==> config.mk <==
export PLATFORM = sky130hd
export DESIGN_NAME = i2s_tx_sched
export DESIGN_NICKNAME = d
export VERILOG_FILES = /design/src/rtl/i2s_pkg.sv /design/src/rtl/i2s_sample_fifo.sv /design/src/rtl/i2s_tx_sched.sv
export SDC_FILE = /design/constraint.sdc
export NUM_CORES = 1
export LEC_CHECK = 0
export CAP_MARGIN = 10
export CORE_MARGIN = 5
export CORE_UTILIZATION = 55
export CTS_CLUSTER_DIAMETER = 80
export DETAILED_ROUTE_END_ITERATION = 7
export PLACE_DENSITY = 0.77
export SETUP_SLACK_MARGIN = 0.5
export SLEW_MARGIN = 30
export SYNTH_ARGS = -nofsm -noshare
export SYNTH_HDL_FRONTEND = slang
export SYNTH_SLANG_ARGS = --single-unit
==> constraint.sdc <==
create_clock -name clk -period 3.8 [get_ports clk]
set_clock_uncertainty 0.05 [all_clocks]
set_input_delay 0.76 -clock clk [delete_from_list [all_inputs] [get_ports clk]]
set_output_delay 0.76 -clock clk [all_outputs]
set_load 0.005 [all_outputs]
==> src/rtl/i2s_pkg.sv <==
// ---------------------------------------------------------------------------
// i2s_pkg
// Shared definitions for the I2S transmit scheduler:
//   - I2S_BITSIZE    : default sample width per channel
//   - ST_IDLE/RUN/STOP: scheduler FSM state encoding
//   - level_width()  : occupancy counter width for a given FIFO depth
//   - I2S_LEVEL_W    : occupancy width for the default FIFO depth
// ---------------------------------------------------------------------------
package i2s_pkg;

    localparam int unsigned I2S_BITSIZE    = 16;
    localparam int unsigned I2S_FIFO_DEPTH = 4;

    // Plain constants rather than an enum so the encoding stays fixed for
    // older tools and external debug probes.
    localparam logic [1:0] ST_IDLE = 2'd0;
    localparam logic [1:0] ST_RUN  = 2'd1;
    localparam logic [1:0] ST_STOP = 2'd2;

    // Occupancy must represent 0..depth inclusive, hence one extra bit.
    function automatic int unsigned level_width(input int unsigned depth);
        return $clog2(depth) + 1;
    endfunction

    localparam int unsigned I2S_LEVEL_W = $clog2(I2S_FIFO_DEPTH) + 1;

endpackage

==> src/rtl/i2s_sample_fifo.sv <==
// ---------------------------------------------------------------------------
// i2s_sample_fifo
// Synchronous single-clock FIFO holding {left,right} sample pairs.
// Ports:
//   clk, rst      : clock, asynchronous active-low reset (flushes the FIFO)
//   i_push/i_wdata: write request and data (ignored while full)
//   i_pop         : read request (ignored while empty); o_rdata shows head
//   o_full        : registered full flag
//   o_empty       : occupancy is zero
//   o_level       : current occupancy, 0..DEPTH
// ---------------------------------------------------------------------------
module i2s_sample_fifo
    import i2s_pkg::*;
#(
    parameter int unsigned WIDTH = 32,
    parameter int unsigned DEPTH = 4
) (
    input  logic                          clk,
    input  logic                          rst,
    input  logic                          i_push,
    input  logic [WIDTH-1:0]              i_wdata,
    input  logic                          i_pop,
    output logic [WIDTH-1:0]              o_rdata,
    output logic                          o_full,
    output logic                          o_empty,
    output logic [level_width(DEPTH)-1:0] o_level
);

    localparam int unsigned PTR_W = $clog2(DEPTH);
    localparam int unsigned LVL_W = level_width(DEPTH);

    logic [WIDTH-1:0] r_mem [DEPTH];
    logic [PTR_W-1:0] r_wr_ptr;
    logic [PTR_W-1:0] r_rd_ptr;
    logic [LVL_W-1:0] r_level;
    logic             r_full;

    logic             w_empty;
    logic             w_do_push;
    logic             w_do_pop;
    logic [LVL_W-1:0] w_level_d;

    assign w_empty   = (r_level == '0);
    assign w_do_push = i_push && !r_full;
    assign w_do_pop  = i_pop && !w_empty;

    always_comb begin
        w_level_d = r_level;
        if (w_do_push && !w_do_pop) begin
            w_level_d = r_level + LVL_W'(1);
        end else if (!w_do_push && w_do_pop) begin
            w_level_d = r_level - LVL_W'(1);
        end
    end

    // Depth is a power of two, so the pointers wrap on their own.
    always_ff @(posedge clk or negedge rst) begin
        if (!rst) begin
            r_wr_ptr <= '0;
            r_rd_ptr <= '0;
            r_level  <= '0;
            r_full   <= 1'b0;
        end else begin
            if (w_do_push) begin
                r_wr_ptr <= r_wr_ptr + PTR_W'(1);
            end
            if (w_do_pop) begin
                r_rd_ptr <= r_rd_ptr + PTR_W'(1);
            end
            r_level <= w_level_d;
            r_full  <= (w_level_d == LVL_W'(DEPTH));
        end
    end

    // Storage needs no reset; only the pointers and level define validity.
    always_ff @(posedge clk) begin
        if (w_do_push) begin
            r_mem[r_wr_ptr] <= i_wdata;
        end
    end

    assign o_rdata = r_mem[r_rd_ptr];
    assign o_full  = r_full;
    assign o_empty = w_empty;
    assign o_level = r_level;

endmodule

==> src/rtl/i2s_tx_sched.sv <==
// ---------------------------------------------------------------------------
// i2s_tx_sched
// Master-mode I2S transmit scheduler. Derives sclk/lrclk from clk, buffers
// stereo pairs from upstream and presents one pair per frame, held for the
// whole frame.
// Ports:
//   clk, rst            : system clock, asynchronous active-low reset
//   enable              : run request (drop -> finish frame, then idle)
//   s_valid/s_ready     : upstream handshake, s_ready = FIFO not full
//   s_left/s_right      : upstream sample pair
//   sclk, lrclk         : registered I2S bit clock and word select
//   left_chan/right_chan: pair presented to the transmitter
//   frame_tick          : one-clk pulse on each frame start
//   underrun            : sticky, set when a frame starts with FIFO empty
//   clr_underrun        : clears underrun (a coincident set wins)
//   level               : FIFO occupancy
// ---------------------------------------------------------------------------
module i2s_tx_sched
    import i2s_pkg::*;
#(
    parameter int unsigned BITSIZE    = I2S_BITSIZE,
    parameter int unsigned SCLK_DIV   = 4,
    parameter int unsigned SLOT       = 32,
    parameter int unsigned FIFO_DEPTH = I2S_FIFO_DEPTH
) (
    input  logic                               clk,
    input  logic                               rst,
    input  logic                               enable,
    input  logic                               s_valid,
    output logic                               s_ready,
    input  logic [BITSIZE-1:0]                 s_left,
    input  logic [BITSIZE-1:0]                 s_right,
    output logic                               sclk,
    output logic                               lrclk,
    output logic [BITSIZE-1:0]                 left_chan,
    output logic [BITSIZE-1:0]                 right_chan,
    output logic                               frame_tick,
    output logic                               underrun,
    input  logic                               clr_underrun,
    output logic [level_width(FIFO_DEPTH)-1:0] level
);

    localparam int unsigned DIV_W = (SCLK_DIV > 1) ? $clog2(SCLK_DIV) : 1;
    localparam int unsigned BIT_W = $clog2(2 * SLOT);
    localparam int unsigned LVL_W = level_width(FIFO_DEPTH);

    // State and timing registers
    logic [1:0]         r_state;
    logic [DIV_W-1:0]   r_div_cnt;
    logic [BIT_W-1:0]   r_bit_cnt;
    logic               r_sclk;
    logic               r_lrclk;

    // Presented sample pair and status
    logic [BITSIZE-1:0] r_left;
    logic [BITSIZE-1:0] r_right;
    logic               r_frame_tick;
    logic               r_underrun;

    logic [1:0]         w_state_d;
    logic               w_running;
    logic               w_div_wrap;
    logic               w_sclk_fall;
    logic               w_bit_last;
    logic [BIT_W-1:0]   w_bit_next;
    logic               w_frame_wrap;
    logic               w_frame_start;

    logic               w_fifo_push;
    logic               w_fifo_pop;
    logic               w_fifo_full;
    logic               w_fifo_empty;
    logic [2*BITSIZE-1:0] w_fifo_rdata;
    logic [LVL_W-1:0]   w_fifo_level;

    // ------------------------------------------------------------------
    // Timing decode
    // ------------------------------------------------------------------
    assign w_running    = (r_state != ST_IDLE);
    assign w_div_wrap   = w_running && (r_div_cnt == DIV_W'(SCLK_DIV - 1));
    assign w_sclk_fall  = w_div_wrap && r_sclk;
    assign w_bit_last   = (r_bit_cnt == BIT_W'(2 * SLOT - 1));
    assign w_bit_next   = w_bit_last ? '0 : r_bit_cnt + BIT_W'(1);
    assign w_frame_wrap = w_sclk_fall && w_bit_last;

    // ------------------------------------------------------------------
    // FSM next state and frame-start decode
    // ------------------------------------------------------------------
    always_comb begin
        w_state_d     = r_state;
        w_frame_start = 1'b0;
        case (r_state)
            ST_IDLE: begin
                if (enable) begin
                    w_state_d     = ST_RUN;
                    w_frame_start = 1'b1;
                end
            end
            ST_RUN: begin
                if (!enable) begin
                    w_state_d = ST_STOP;
                end
                w_frame_start = w_frame_wrap;
            end
            ST_STOP: begin
                // Re-enable resumes seamlessly; a wrap on that same edge is
                // treated as a normal running frame start.
                if (enable) begin
                    w_state_d     = ST_RUN;
                    w_frame_start = w_frame_wrap;
                end else if (w_frame_wrap) begin
                    w_state_d = ST_IDLE;
                end
            end
            default: begin
                w_state_d = ST_IDLE;
            end
        endcase
    end

    // ------------------------------------------------------------------
    // Divider, bit counter, sclk/lrclk
    // ------------------------------------------------------------------
    // A STOP->IDLE wrap naturally lands on sclk=0, lrclk=0, counters=0, so
    // the counting path needs no special case for it.
    always_ff @(posedge clk or negedge rst) begin
        if (!rst) begin
            r_state   <= ST_IDLE;
            r_div_cnt <= '0;
            r_bit_cnt <= '0;
            r_sclk    <= 1'b0;
            r_lrclk   <= 1'b0;
        end else begin
            r_state <= w_state_d;
            if (r_state == ST_IDLE) begin
                r_div_cnt <= '0;
                r_bit_cnt <= '0;
                r_sclk    <= 1'b0;
                r_lrclk   <= 1'b0;
            end else begin
                r_div_cnt <= w_div_wrap ? '0 : r_div_cnt + DIV_W'(1);
                if (w_div_wrap) begin
                    r_sclk <= ~r_sclk;
                end
                if (w_sclk_fall) begin
                    r_bit_cnt <= w_bit_next;
                    r_lrclk   <= (w_bit_next >= BIT_W'(SLOT));
                end
            end
        end
    end

    // ------------------------------------------------------------------
    // Sample FIFO
    // ------------------------------------------------------------------
    assign w_fifo_push = s_valid && !w_fifo_full;
    assign w_fifo_pop  = w_frame_start && !w_fifo_empty;

    i2s_sample_fifo #(
        .WIDTH (2 * BITSIZE),
        .DEPTH (FIFO_DEPTH)
    ) u_fifo (
        .clk     (clk),
        .rst     (rst),
        .i_push  (w_fifo_push),
        .i_wdata ({s_left, s_right}),
        .i_pop   (w_fifo_pop),
        .o_rdata (w_fifo_rdata),
        .o_full  (w_fifo_full),
        .o_empty (w_fifo_empty),
        .o_level (w_fifo_level)
    );

    // ------------------------------------------------------------------
    // Frame outputs: load the head (or mute) only at frame start, which
    // coincides with lrclk falling, giving half a frame of settling before
    // the transmitter captures on lrclk rising.
    // ------------------------------------------------------------------
    always_ff @(posedge clk or negedge rst) begin
        if (!rst) begin
            r_left       <= '0;
            r_right      <= '0;
            r_frame_tick <= 1'b0;
            r_underrun   <= 1'b0;
        end else begin
            r_frame_tick <= w_frame_start;
            if (w_frame_start) begin
                if (w_fifo_empty) begin
                    r_left  <= '0;
                    r_right <= '0;
                end else begin
                    r_left  <= w_fifo_rdata[2*BITSIZE-1:BITSIZE];
                    r_right <= w_fifo_rdata[BITSIZE-1:0];
                end
            end
            if (w_frame_start && w_fifo_empty) begin
                r_underrun <= 1'b1;
            end else if (clr_underrun) begin
                r_underrun <= 1'b0;
            end
        end
    end

    assign s_ready    = !w_fifo_full;
    assign sclk       = r_sclk;
    assign lrclk      = r_lrclk;
    assign left_chan  = r_left;
    assign right_chan = r_right;
    assign frame_tick = r_frame_tick;
    assign underrun   = r_underrun;
    assign level      = w_fifo_level;

endmodule

==> results.py <==
metrics = {
    "sta": {
        "finalCriticalPeriod_ns": 2.62,
        "rsz0062_at_grt": "false",
        "finalSetupViolations": 0,
        "hold_slack_ns": 0.278,
        "tightestPinTransition_ns": 0.853,
        "maxSlewHeadroom_pct": 43.1,
        "drv_slew": 0,
        "hold_viol": 0,
        "fin_tns_setup_ns": 0,
        "fin_ws_ns": 1.18,
        "max_freq_ghz": 0.382,
        "post-route-period-util_pct": 69.0,
    },
    "cts": {
        "cts_hold_buf": 0,
        "insertion_delay_ns": 0.43,
        "ctsResizeCount": 0,
        "cts_made_buffers": 17,
        "clockBufferDepth": 2,
        "cts_tree": "built",
        "path_clk_slew_ns": 0.06,
        "cts_setup_buffers": 0,
        "htreeDepth": 4,
        "cts_root_buf": "clkbuf_16",
        "clock-sinks": 182,
    },
    "routing": {
        "routedWlPerCell_um": 19.2,
        "vias": 3812,
        "first_pass_iters": 4,
        "ant_nets": 0,
        "viasPerCell": 5.52,
        "drt-total-wl_um": 13200,
        "drc": 0,
        "drt-initial-drc-count": 216,
    },
    "synth": {
        "syn_area_um2": 7070,
        "ys_seq_elements": 182,
        "syn-num-nets": 470,
        "synth.area.top_cells": "edfxtp_1 54%, dfrtp_1 19%, mux4_2 10%, nand2_1 3.8%, o21ai_1 2.4%",
        "synth-seq-area-share_pct": 73.5,
        "netlist.area_leader.share_pct": 54.4,
        "synth_area_per_cell_um2": 16.7,
        "yosys_warnings": 0,
        "yosys.area.top_type": "edfxtp_1",
        "syn_inst": 424,
        "synth_cell_type_count": 42,
    },
    "cells_and_area": {
        "drive_gt1_share_pct": 16.2,
        "syn2layout_area_growth_pct": 22.4,
        "regArea_um2": 5200,
        "fill_cells": 839,
        "diodes": 0,
        "multi_input_area_um2": 1740,
        "finalNonFillerCells": 691,
        "finalNetCount": 552,
    },
    "setup_path": {
        "arrival_ns": 2.88,
        "r2r_slack_ns": 1.18,
        "cpLargestDelayFamily": "buffers and inverters",
        "cp_max_fo": 35,
        "crit_top_cell": "ha_1",
        "r2r-start": "u_fifo.o_level[1]",
        "worstPathRequired_ns": 4.06,
        "reg2reg_to": "u_fifo.o_level[1]",
        "critPathMaxStageDelay_ns": 0.52,
        "worstPathBufferInverterCount": 2,
        "worst_path_max_delay_cell": "inv_2",
        "crit_type": "reg2reg",
        "path_cells": "inv_1 -> ha_1 -> ha_1 -> inv_2 -> nand4_1 -> o211ai_1 -> a2bb2oi_1 -> mux2_2",
        "r2r_cells": 8,
        "endpoint_kind": "flop",
        "critPathLaunchType": "flop",
    },
    "grt": {
        "grt_pass1_wl_um": 21300,
        "gr-total-overflow": 0,
        "antenna_found_initial": 0,
        "grt_usage_pct": 19.0,
        "grt_max_degree": 41,
        "grt_pass1_vias": 4113,
    },
    "job": {
        "max_cap_viol_count": 0,
    },
    "outcome": {
        "status": "finished, final reports clean",
    },
    "place": {
        "portBuffers": 76,
        "pre_cts_ws_ns": 0.777,
        "finalWeightedCongestion": 0.775,
        "place_inst": 659,
        "dpl.hpwl_um": 8030,
    },
    "power": {
        "irDropWorstVdd_mv": 0.370,
        "pwr-share-clk_pct": 27.8,
        "pwr-share-seq_pct": 46.7,
        "power.internal_mw": 4.64,
        "power.net_switching_mw": 1.80,
        "p_sw_share_pct": 27.9,
        "cellPowerDensity_nw_per_um2": 744,
        "p_leak_nw": 3.21,
        "power_frac_comb_pct": 25.6,
    },
    "floorplanning": {
        "fp.dieW_um": 123,
        "die_y_um": 123,
        "num_rows": 41,
        "ios": 77,
        "start_util_pct": 56.0,
        "dieArea_um2": 15200,
        "fp.coreArea_um2": 12600,
    },
    "worst_hold_path": {
        "hold_class": "in2async",
    },
}
[worst max-delay path by stage]
stage / start / to / slack (ns) / depth (start not counted)
after global routing: u_fifo.o_level[0] / u_fifo.o_full / 0.99 / 8
after floorplan: s_valid / u_fifo.r_mem[0][0] / 1.36 / 3
after detailed placement: enable / underrun / 0.78 / 6
after CTS: u_fifo.o_level[0] / u_fifo.o_level[1] / 1.16 / 8
final: u_fifo.o_level[1] / u_fifo.o_level[1] / 1.18 / 8
after global placement: enable / underrun / 0.83 / 6
[synthesized netlist by cell type, drive strengths merged]
cell       n
a21boi     1
a21oi      4
a22oi      2
a2bb2oi    1
a31oi      2
and2       5
and3       3
and4       1
buf       10
clkbuf    10
dfrtp     54
edfxtp   128
ha         9
inv       10
maj3       1
mux2       1
mux2i      2
mux4      32
nand2     72
nand2b     2
nand3      3
nand3b     1
nand4      2
nor2      12
nor2b      3
nor3       1
o2111ai    1
o211ai     1
o21a       1
o21ai     35
o21bai     1
o22ai      1
or2        1
or3        1
xnor2      7
xor2       3
[cell usage in the layout (no fill, tap or decap), types with 3 or more instances in the layout]
cell type / instances
and2_2: 4
dfrtp_1: 52
buf_4: 4
nor2_1: 12
clkdlybuf4s50_1: 75
ha_1: 9
nand3_1: 3
nor2b_1: 3
nand2_1: 72
clkbuf_16: 19
o21ai_1: 34
a21oi_1: 4
clkinvlp_4: 4
buf_12: 3
inv_1: 8
edfxtp_1: 128
xnor2_1: 7
mux4_2: 32
xor2_1: 3
[stage by stage]
stage	instance area, µm²	power [mW]	util, %
2_1_floorplan	7070	3.92	-
3_3_place_gp	8030	4.64	63.6
3_5_place_dp	8030	4.71	63.7
4_1_cts	8650	6.51	68.5
5_1_grt	8650	6.78	68.5
6_report	8650	6.43	68.5
[cells by family (layout without fill, tap and decap cells)]
group / count (synthesis) / in the layout / share of synthesized area [%]
flops: 182 / 182 / 73.5
mux: 35 / 35 / 10.6
simple gates: 107 / 107 / 6.55
buf+inv: 30 / 125 / 1.98
xor+xnor: 10 / 10 / 1.24
compound gates: 50 / 50 / 4.30
fa+ha+maj: 10 / 10 / 1.75
[routing by layer]
layer / GRT usage [%] / routed length, µm / up-vias
li1: - / - / 1737
met1: 24.6 / 5380 / 1938
met2: 31.6 / 6920 / 123
met3: 5.03 / 777 / 14
met4: 6.64 / 167 / 0
met5: 0 / 0 / -
[layout make-up]
type,instances,area share (%)
Clock inverter,10,1.35
Multi-Input combinational cell,212,20.1
Sequential cell,182,60.1
Clock buffer,22,5.74
Timing Repair Buffer,83,9.78
Tap cell,172,2.49
Inverter,10,0.434
[sequential cells by signal, summed over array words and instances, names as in the netlist, 2 cells and up]
| register | flops |
|---|---|
| u_fifo.r_mem | 128 |
| left_chan | 16 |
| right_chan | 16 |
| r_bit_cnt | 6 |
| u_fifo.o_level | 3 |
| r_div_cnt | 2 |
| r_state | 2 |
| u_fifo.r_rd_ptr | 2 |
| u_fifo.r_wr_ptr | 2 |
[power by group through the flow]
| stage | Combinational, mW | Clock [mW] | Sequential [mW] |
|---|---|---|---|
| CTS | 1.68 | 1.82 | 3.02 |
| global route | 1.80 | 1.91 | 3.07 |
| detailed placement | 1.66 | 0 | 3.05 |
| finish | 1.65 | 1.79 | 3.00 |
| floorplan | 1.10 | 0 | 2.83 |
| global placement | 1.62 | 0 | 3.02 |
Note: power is estimated with default switching activity, not from simulation.
